File: src/rtl/jtag_pkg.sv
// Shared TAP definitions: the 16-state TAP encoding, the fixed instruction
// opcodes and the low bits loaded into the IR shift register on capture.
package jtag_pkg;

    typedef enum logic [3:0] {
        TEST_LOGIC_RESET = 4'd0,
        RUN_TEST_IDLE    = 4'd1,
        SELECT_DR_SCAN   = 4'd2,
        CAPTURE_DR       = 4'd3,
        SHIFT_DR         = 4'd4,
        EXIT1_DR         = 4'd5,
        PAUSE_DR         = 4'd6,
        EXIT2_DR         = 4'd7,
        UPDATE_DR        = 4'd8,
        SELECT_IR_SCAN   = 4'd9,
        CAPTURE_IR       = 4'd10,
        SHIFT_IR         = 4'd11,
        EXIT1_IR         = 4'd12,
        PAUSE_IR         = 4'd13,
        EXIT2_IR         = 4'd14,
        UPDATE_IR        = 4'd15
    } tap_state_t;

    localparam int unsigned OP_EXTEST = 32'd0;
    localparam int unsigned OP_SAMPLE = 32'd1;
    localparam int unsigned OP_IDCODE = 32'd2;

    // Upper IR capture bits are zero; only these two LSBs are fixed.
    localparam logic [1:0] IR_CAPTURE_LSBS = 2'b01;

endpackage

File: src/rtl/jtag_tap_ctrl_tap_fsm.sv
// TAP state machine: walks the 16 states on TMS and returns the current state.
module tap_fsm
    import jtag_pkg::*;
(
    input  logic       tck,
    input  logic       trst_n,
    input  logic       tms,
    output tap_state_t state
);

    tap_state_t state_q, state_d;

    // State register; TRST forces TEST_LOGIC_RESET immediately.
    always_ff @(posedge tck or negedge trst_n) begin
        if (!trst_n) begin
            state_q <= TEST_LOGIC_RESET;
        end else begin
            state_q <= state_d;
        end
    end

    // Next-state decode following the standard TAP diagram.
    always_comb begin
        state_d = state_q;
        case (state_q)
            TEST_LOGIC_RESET: state_d = tms ? TEST_LOGIC_RESET : RUN_TEST_IDLE;
            RUN_TEST_IDLE:    state_d = tms ? SELECT_DR_SCAN   : RUN_TEST_IDLE;
            SELECT_DR_SCAN:   state_d = tms ? SELECT_IR_SCAN   : CAPTURE_DR;
            CAPTURE_DR:       state_d = tms ? EXIT1_DR         : SHIFT_DR;
            SHIFT_DR:         state_d = tms ? EXIT1_DR         : SHIFT_DR;
            EXIT1_DR:         state_d = tms ? UPDATE_DR        : PAUSE_DR;
            PAUSE_DR:         state_d = tms ? EXIT2_DR         : PAUSE_DR;
            EXIT2_DR:         state_d = tms ? UPDATE_DR        : SHIFT_DR;
            UPDATE_DR:        state_d = tms ? SELECT_DR_SCAN   : RUN_TEST_IDLE;
            SELECT_IR_SCAN:   state_d = tms ? TEST_LOGIC_RESET : CAPTURE_IR;
            CAPTURE_IR:       state_d = tms ? EXIT1_IR         : SHIFT_IR;
            SHIFT_IR:         state_d = tms ? EXIT1_IR         : SHIFT_IR;
            EXIT1_IR:         state_d = tms ? UPDATE_IR        : PAUSE_IR;
            PAUSE_IR:         state_d = tms ? EXIT2_IR         : PAUSE_IR;
            EXIT2_IR:         state_d = tms ? UPDATE_IR        : SHIFT_IR;
            UPDATE_IR:        state_d = tms ? SELECT_DR_SCAN   : RUN_TEST_IDLE;
            default:          state_d = TEST_LOGIC_RESET;
        endcase
    end

    assign state = state_q;

endmodule

File: src/rtl/jtag_tap_ctrl.sv
// TAP controller top: IR, bypass/ID data registers, boundary-scan chain controls, TDO mux.
// Optional macro JTAG_IDCODE_EN adds the 32-bit ID register and makes IDCODE the reset instruction.
module jtag_tap_ctrl
    import jtag_pkg::*;
#(
    parameter int          IR_WIDTH     = 4,
    parameter logic [31:0] IDCODE_VALUE = 32'h1000_0001
) (
    input  logic                tck,
    input  logic                trst_n,
    input  logic                tms,
    input  logic                tdi,
    output logic                tdo,
    output logic                tdo_en,
    output logic                bsc_s_i,
    input  logic                bsc_s_o,
    output logic                bsc_clock_dr,
    output logic                bsc_shift_dr,
    output logic                bsc_update_dr,
    output logic                bsc_enable,
    output logic                bsc_mode,
    output logic [IR_WIDTH-1:0] ir_value
);

    localparam logic [IR_WIDTH-1:0] IR_EXTEST  = IR_WIDTH'(OP_EXTEST);
    localparam logic [IR_WIDTH-1:0] IR_SAMPLE  = IR_WIDTH'(OP_SAMPLE);
    localparam logic [IR_WIDTH-1:0] IR_BYPASS  = {IR_WIDTH{1'b1}};
    localparam logic [IR_WIDTH-1:0] IR_CAPTURE = {{(IR_WIDTH-2){1'b0}}, IR_CAPTURE_LSBS};
`ifdef JTAG_IDCODE_EN
    localparam logic [IR_WIDTH-1:0] IR_IDCODE  = IR_WIDTH'(OP_IDCODE);
    localparam logic [IR_WIDTH-1:0] IR_RESET   = IR_IDCODE;
`else
    localparam logic [IR_WIDTH-1:0] IR_RESET   = IR_BYPASS;
`endif

    tap_state_t          state_s;
    logic [IR_WIDTH-1:0] ir_q, ir_d;
    logic [IR_WIDTH-1:0] ir_shift_q, ir_shift_d;
    logic                bypass_q, bypass_d;
    logic                chain_sel_s;
    logic                idcode_sel_s;
    logic                dr_tdo_s;
    logic                in_tlr_s;

    tap_fsm u_tap_fsm (
        .tck    (tck),
        .trst_n (trst_n),
        .tms    (tms),
        .state  (state_s)
    );

    assign in_tlr_s    = (state_s == TEST_LOGIC_RESET);
    assign chain_sel_s = (ir_q == IR_EXTEST) || (ir_q == IR_SAMPLE);

    // IR and bypass next-state; IR only changes as a whole in UPDATE_IR or TEST_LOGIC_RESET.
    always_comb begin
        ir_d       = ir_q;
        ir_shift_d = ir_shift_q;
        bypass_d   = bypass_q;
        case (state_s)
            TEST_LOGIC_RESET: begin
                ir_d       = IR_RESET;
                ir_shift_d = '0;
            end
            CAPTURE_IR: ir_shift_d = IR_CAPTURE;
            SHIFT_IR:   ir_shift_d = {tdi, ir_shift_q[IR_WIDTH-1:1]};
            UPDATE_IR:  ir_d       = ir_shift_q;
            CAPTURE_DR: bypass_d   = 1'b0;
            SHIFT_DR:   bypass_d   = tdi;
            default:    ;
        endcase
    end

    // IR and bypass registers.
    always_ff @(posedge tck or negedge trst_n) begin
        if (!trst_n) begin
            ir_q       <= IR_RESET;
            ir_shift_q <= '0;
            bypass_q   <= 1'b0;
        end else begin
            ir_q       <= ir_d;
            ir_shift_q <= ir_shift_d;
            bypass_q   <= bypass_d;
        end
    end

`ifdef JTAG_IDCODE_EN
    logic [31:0] id_q, id_d;

    assign idcode_sel_s = (ir_q == IR_IDCODE);

    // ID register captures the device ID and shifts LSB-first while selected.
    always_comb begin
        id_d = id_q;
        if (idcode_sel_s && (state_s == CAPTURE_DR)) begin
            id_d = IDCODE_VALUE;
        end else if (idcode_sel_s && (state_s == SHIFT_DR)) begin
            id_d = {tdi, id_q[31:1]};
        end else begin
            id_d = id_q;
        end
    end

    // ID register storage.
    always_ff @(posedge tck or negedge trst_n) begin
        if (!trst_n) begin
            id_q <= 32'h0000_0000;
        end else begin
            id_q <= id_d;
        end
    end
`else
    assign idcode_sel_s = 1'b0;
`endif

    // Selected data register serial output.
    always_comb begin
        dr_tdo_s = bypass_q;
        if (chain_sel_s) begin
            dr_tdo_s = bsc_s_o;
`ifdef JTAG_IDCODE_EN
        end else if (idcode_sel_s) begin
            dr_tdo_s = id_q[0];
`endif
        end else begin
            dr_tdo_s = bypass_q;
        end
    end

    // Chain strobes follow the state; enable/mode also need the instruction and are off in reset.
    always_comb begin
        bsc_clock_dr  = (state_s == CAPTURE_DR) || (state_s == SHIFT_DR);
        bsc_shift_dr  = (state_s == SHIFT_DR);
        bsc_update_dr = (state_s == UPDATE_DR);
        bsc_enable    = chain_sel_s && !in_tlr_s;
        bsc_mode      = (ir_q == IR_EXTEST) && !in_tlr_s;
        tdo_en        = (state_s == SHIFT_DR) || (state_s == SHIFT_IR);
        if (state_s == SHIFT_IR) begin
            tdo = ir_shift_q[0];
        end else begin
            tdo = dr_tdo_s;
        end
    end

    assign bsc_s_i  = tdi;
    assign ir_value = ir_q;

endmodule

File: config.mk
export PLATFORM = sky130hd
export DESIGN_NAME = jtag_tap_ctrl
export DESIGN_NICKNAME = d
export VERILOG_FILES = /design/src/rtl/jtag_pkg.sv /design/src/rtl/jtag_tap_ctrl_tap_fsm.sv /design/src/rtl/jtag_tap_ctrl.sv
export SDC_FILE = /design/constraint.sdc
export NUM_CORES = 1
export LEC_CHECK = 0
export BUFFER_PORTS_ARGS = -buffer_cell sky130_fd_sc_hd__buf_4
export CORE_MARGIN = 2
export CORE_UTILIZATION = 53
export DETAILED_ROUTE_END_ITERATION = 10
export PLACE_DENSITY = 0.88
export SYNTH_ARGS = -nofsm -noshare
export SYNTH_HDL_FRONTEND = slang
export SYNTH_SLANG_ARGS = --single-unit
File: constraint.sdc
create_clock -name tck -period 1.8 [get_ports tck]
set_clock_uncertainty 0.2 [all_clocks]
set_input_delay 0.09 -clock tck [delete_from_list [all_inputs] [get_ports tck]]
set_output_delay 0.09 -clock tck [all_outputs]
set_load 0.03 [all_outputs]
==> impl_metrics.tcl <==
set metrics [dict create \
    status "completed" \
    critPathLaunchType "flip-flop" \
    gp_congestion 0.810 \
    cts_buffers 3 \
    powerDensity_mw_per_mm2 1770 \
    rsz0062_at_grt "yes" \
    synth_edf_count 0 \
    clk_latency_ps 290 \
    synthSimpleGateAreaFrac 0.254 \
    avgRoutedWirePerCell_um 14.5 \
    ys_types 40 \
    dominantRegCellSynth "dfrtp_1" \
    p_sw_frac 0.463 \
    core_area_mm2 0.00152 \
    reg2reg_from "u_tap_fsm.state[3]" \
    syn_area_um2 881 \
    cp-end-kind "output port" \
    port-buffer-count 16 \
    area_growth_pct 30.0 \
    drive_gt1_frac 0.349 \
    grt_max_degree 20 \
    muxShareOfSynthArea 0.0114 \
    power_switching_uw 941 \
    period_minus_slack_ps 1780 \
    finalSetupViolations 0 \
    drt-total-wl_um 2070 \
    utilization 0.751 \
    grt_pass1_vias 749 \
    maxSlewViolCount 0 \
    synthDominantCellAreaShare 0.256 \
    finalPower_uw 2030 \
    fin_cells 142 \
    fmax_ghz 0.561 \
    htreeDepth 1 \
    synth_warnings 0 \
    clock-root-buffer "clkbuf_4" \
    p_leak_uw 0.000500 \
    clockBufferDepth 2 \
    gr-usage-all-layers 0.237 \
    rr_endpoint "ir_shift_q[1]" \
    place_hpwl_um 1390 \
    synth_cells 102 \
    p_clk_frac 0.091 \
    ios 17 \
    initial_core_util 0.578 \
    ys_async_sr_fraction 1.00 \
    yosys-top-cells-count "dfrtp_1 (9), nor2_1 (9), buf_2 (8), o21ai_1 (6)" \
    drt-initial-drc-count 19 \
    synthXorXnorAreaFrac 0.00994 \
    cts.sinks 13 \
    ys_seq_area_frac 0.375 \
    hold_viol 0 \
    nets 132 \
    vias_per_cell 6.02 \
    die_area_mm2 0.00200 \
    yosys.area_share.adder 0 \
    yosysTopAreaCell "dfrtp_1" \
    grt_pass1_wl_um 3340 \
    ir_worst_vdd_v 0.00128 \
    yosys-top-cells-area "dfrtp_1 (26%), dfstp_2 (12%), a22o_1 (5.0%)" \
    synth_compound_area_frac 0.278 \
    cts_tree "yes" \
    post-route-period-util 0.991 \
    internal_power_uw 1090 \
    synth.ff_latch_count 13 \
    final_area_mm2 0.00114 \
    antenna_found_initial 0 \
    pwr-share-comb 0.627 \
    p_seq_frac 0.282 \
    crit_required_ps 1510 \
    setup.worst_path.class "reg2out" \
    placed_cell_area_mm2 0.00101 \
    drc 0 \
    hp-class "in2async" \
    ant_nets 0 \
    setup_tns_ps 0 \
    r2r_setup_slack_ps 140 \
    first_pass_iters 4 \
    reg2reg_depth 5 \
    drv_cap 0 \
    die_w_um 44.8 \
    dp.cells 129 \
    relSlewSlack 0.701 \
    dieHeight_um 44.8 \
    synth_top_family_by_area "compound AO/OA/AOI/OAI gates" \
    clkTransAtPathRegs_ps 70 \
    rows 14 \
    worst_pin_slew_ps 446 \
    syn-mean-instance-area_um2 8.64 \
    cp.arrival_ps 1490 \
    grt_overflow 0 \
    syn_nets 107 \
    path_max_fanout 4 \
    vias 855 \
    antenna_cells 0 \
]
## cell families (layout without fill, tap and decap cells)
logic type,after synthesis,count (layout)
compound gates,36,36
xor+xnor,1,1
buf+inv,13,37
flops,13,13
mux,1,1
simple gates,38,38
## repair_timing
item,CTS,global route
setup buffers,4,1
resized for setup,6,4
setup endpoints to repair,5,4
hold endpoints to repair,17,0
pin swaps,0,3
hold buffers,4,0
cloned,0,0
## per-layer routing
metal | up-vias | global-route usage | wire (um)
met5 | - | 0 | 0
met1 | 395 | 0.292 | 887
li1 | 424 | - | -
met4 | 0 | 0.0970 | 50
met2 | 28 | 0.386 | 997
met3 | 8 | 0.0720 | 130
## flip-flops by register name, summed over array words and instances, names as in the netlist
register         count
u_tap_fsm.state      4
ir_shift_q           4
bypass_q             1
ir_value             4
## layout make-up
class                           instances  area (um2)
Clock buffer                            4        26.3
Fill cell                             113         379
Inverter                                3        11.3
Multi-Input combinational cell         76         509
Sequential cell                        13         335
Tap cell                               16        20.0
Timing Repair Buffer                   30         243
## how the worst max path moves through the flow
stage	startpoint	to	cells past startpoint
global placement	u_tap_fsm.state[1]	bypass_q	3
detailed placement	u_tap_fsm.state[3]	ir_shift_q[1]	4
finish	u_tap_fsm.state[1]	tdo_en	3
global route	u_tap_fsm.state[1]	tdo_en	3
floorplan	ir_value[1]	bsc_mode	3
CTS	u_tap_fsm.state[0]	tdo_en	3
## placed cells by master, fill, tap and decap left out, types with 3 or more instances in the layout
cell type	instances
nor3b_1	3
a22o_1	5
a22oi_1	4
clkbuf_4	3
dlygate4sd3_1	4
nand3b_1	3
dfrtp_1	5
nand2_1	3
nand3_1	3
dfrtp_2	4
o21ai_1	6
nor2_1	8
a21oi_1	5
dfstp_2	4
nand2b_1	3
buf_4	24
## stage by stage
stage | hold slack (ps) | setup slack [ps]
CTS | 108 | 2.02
finish | 123 | 16.8
global placement | -260 | 231
floorplan | -406 | 17.5
global route | 128 | -21.5
detailed placement | -258 | 176
## power by group through the flow
stage	Clock (uW)	Sequential, uW	Combinational [uW]
after floorplan	0	575	831
after global placement	0	601	1060
after detailed placement	0	611	1090
after CTS	189	567	1230
after global routing	201	588	1390
final	185	572	1270
## worst max-delay path: stages, from the launching register on
cell and delay (ps):
dfrtp_2 430, or4b_4 550, nand2_2 100, buf_6 130
Power figures use the tool's default switching activity.
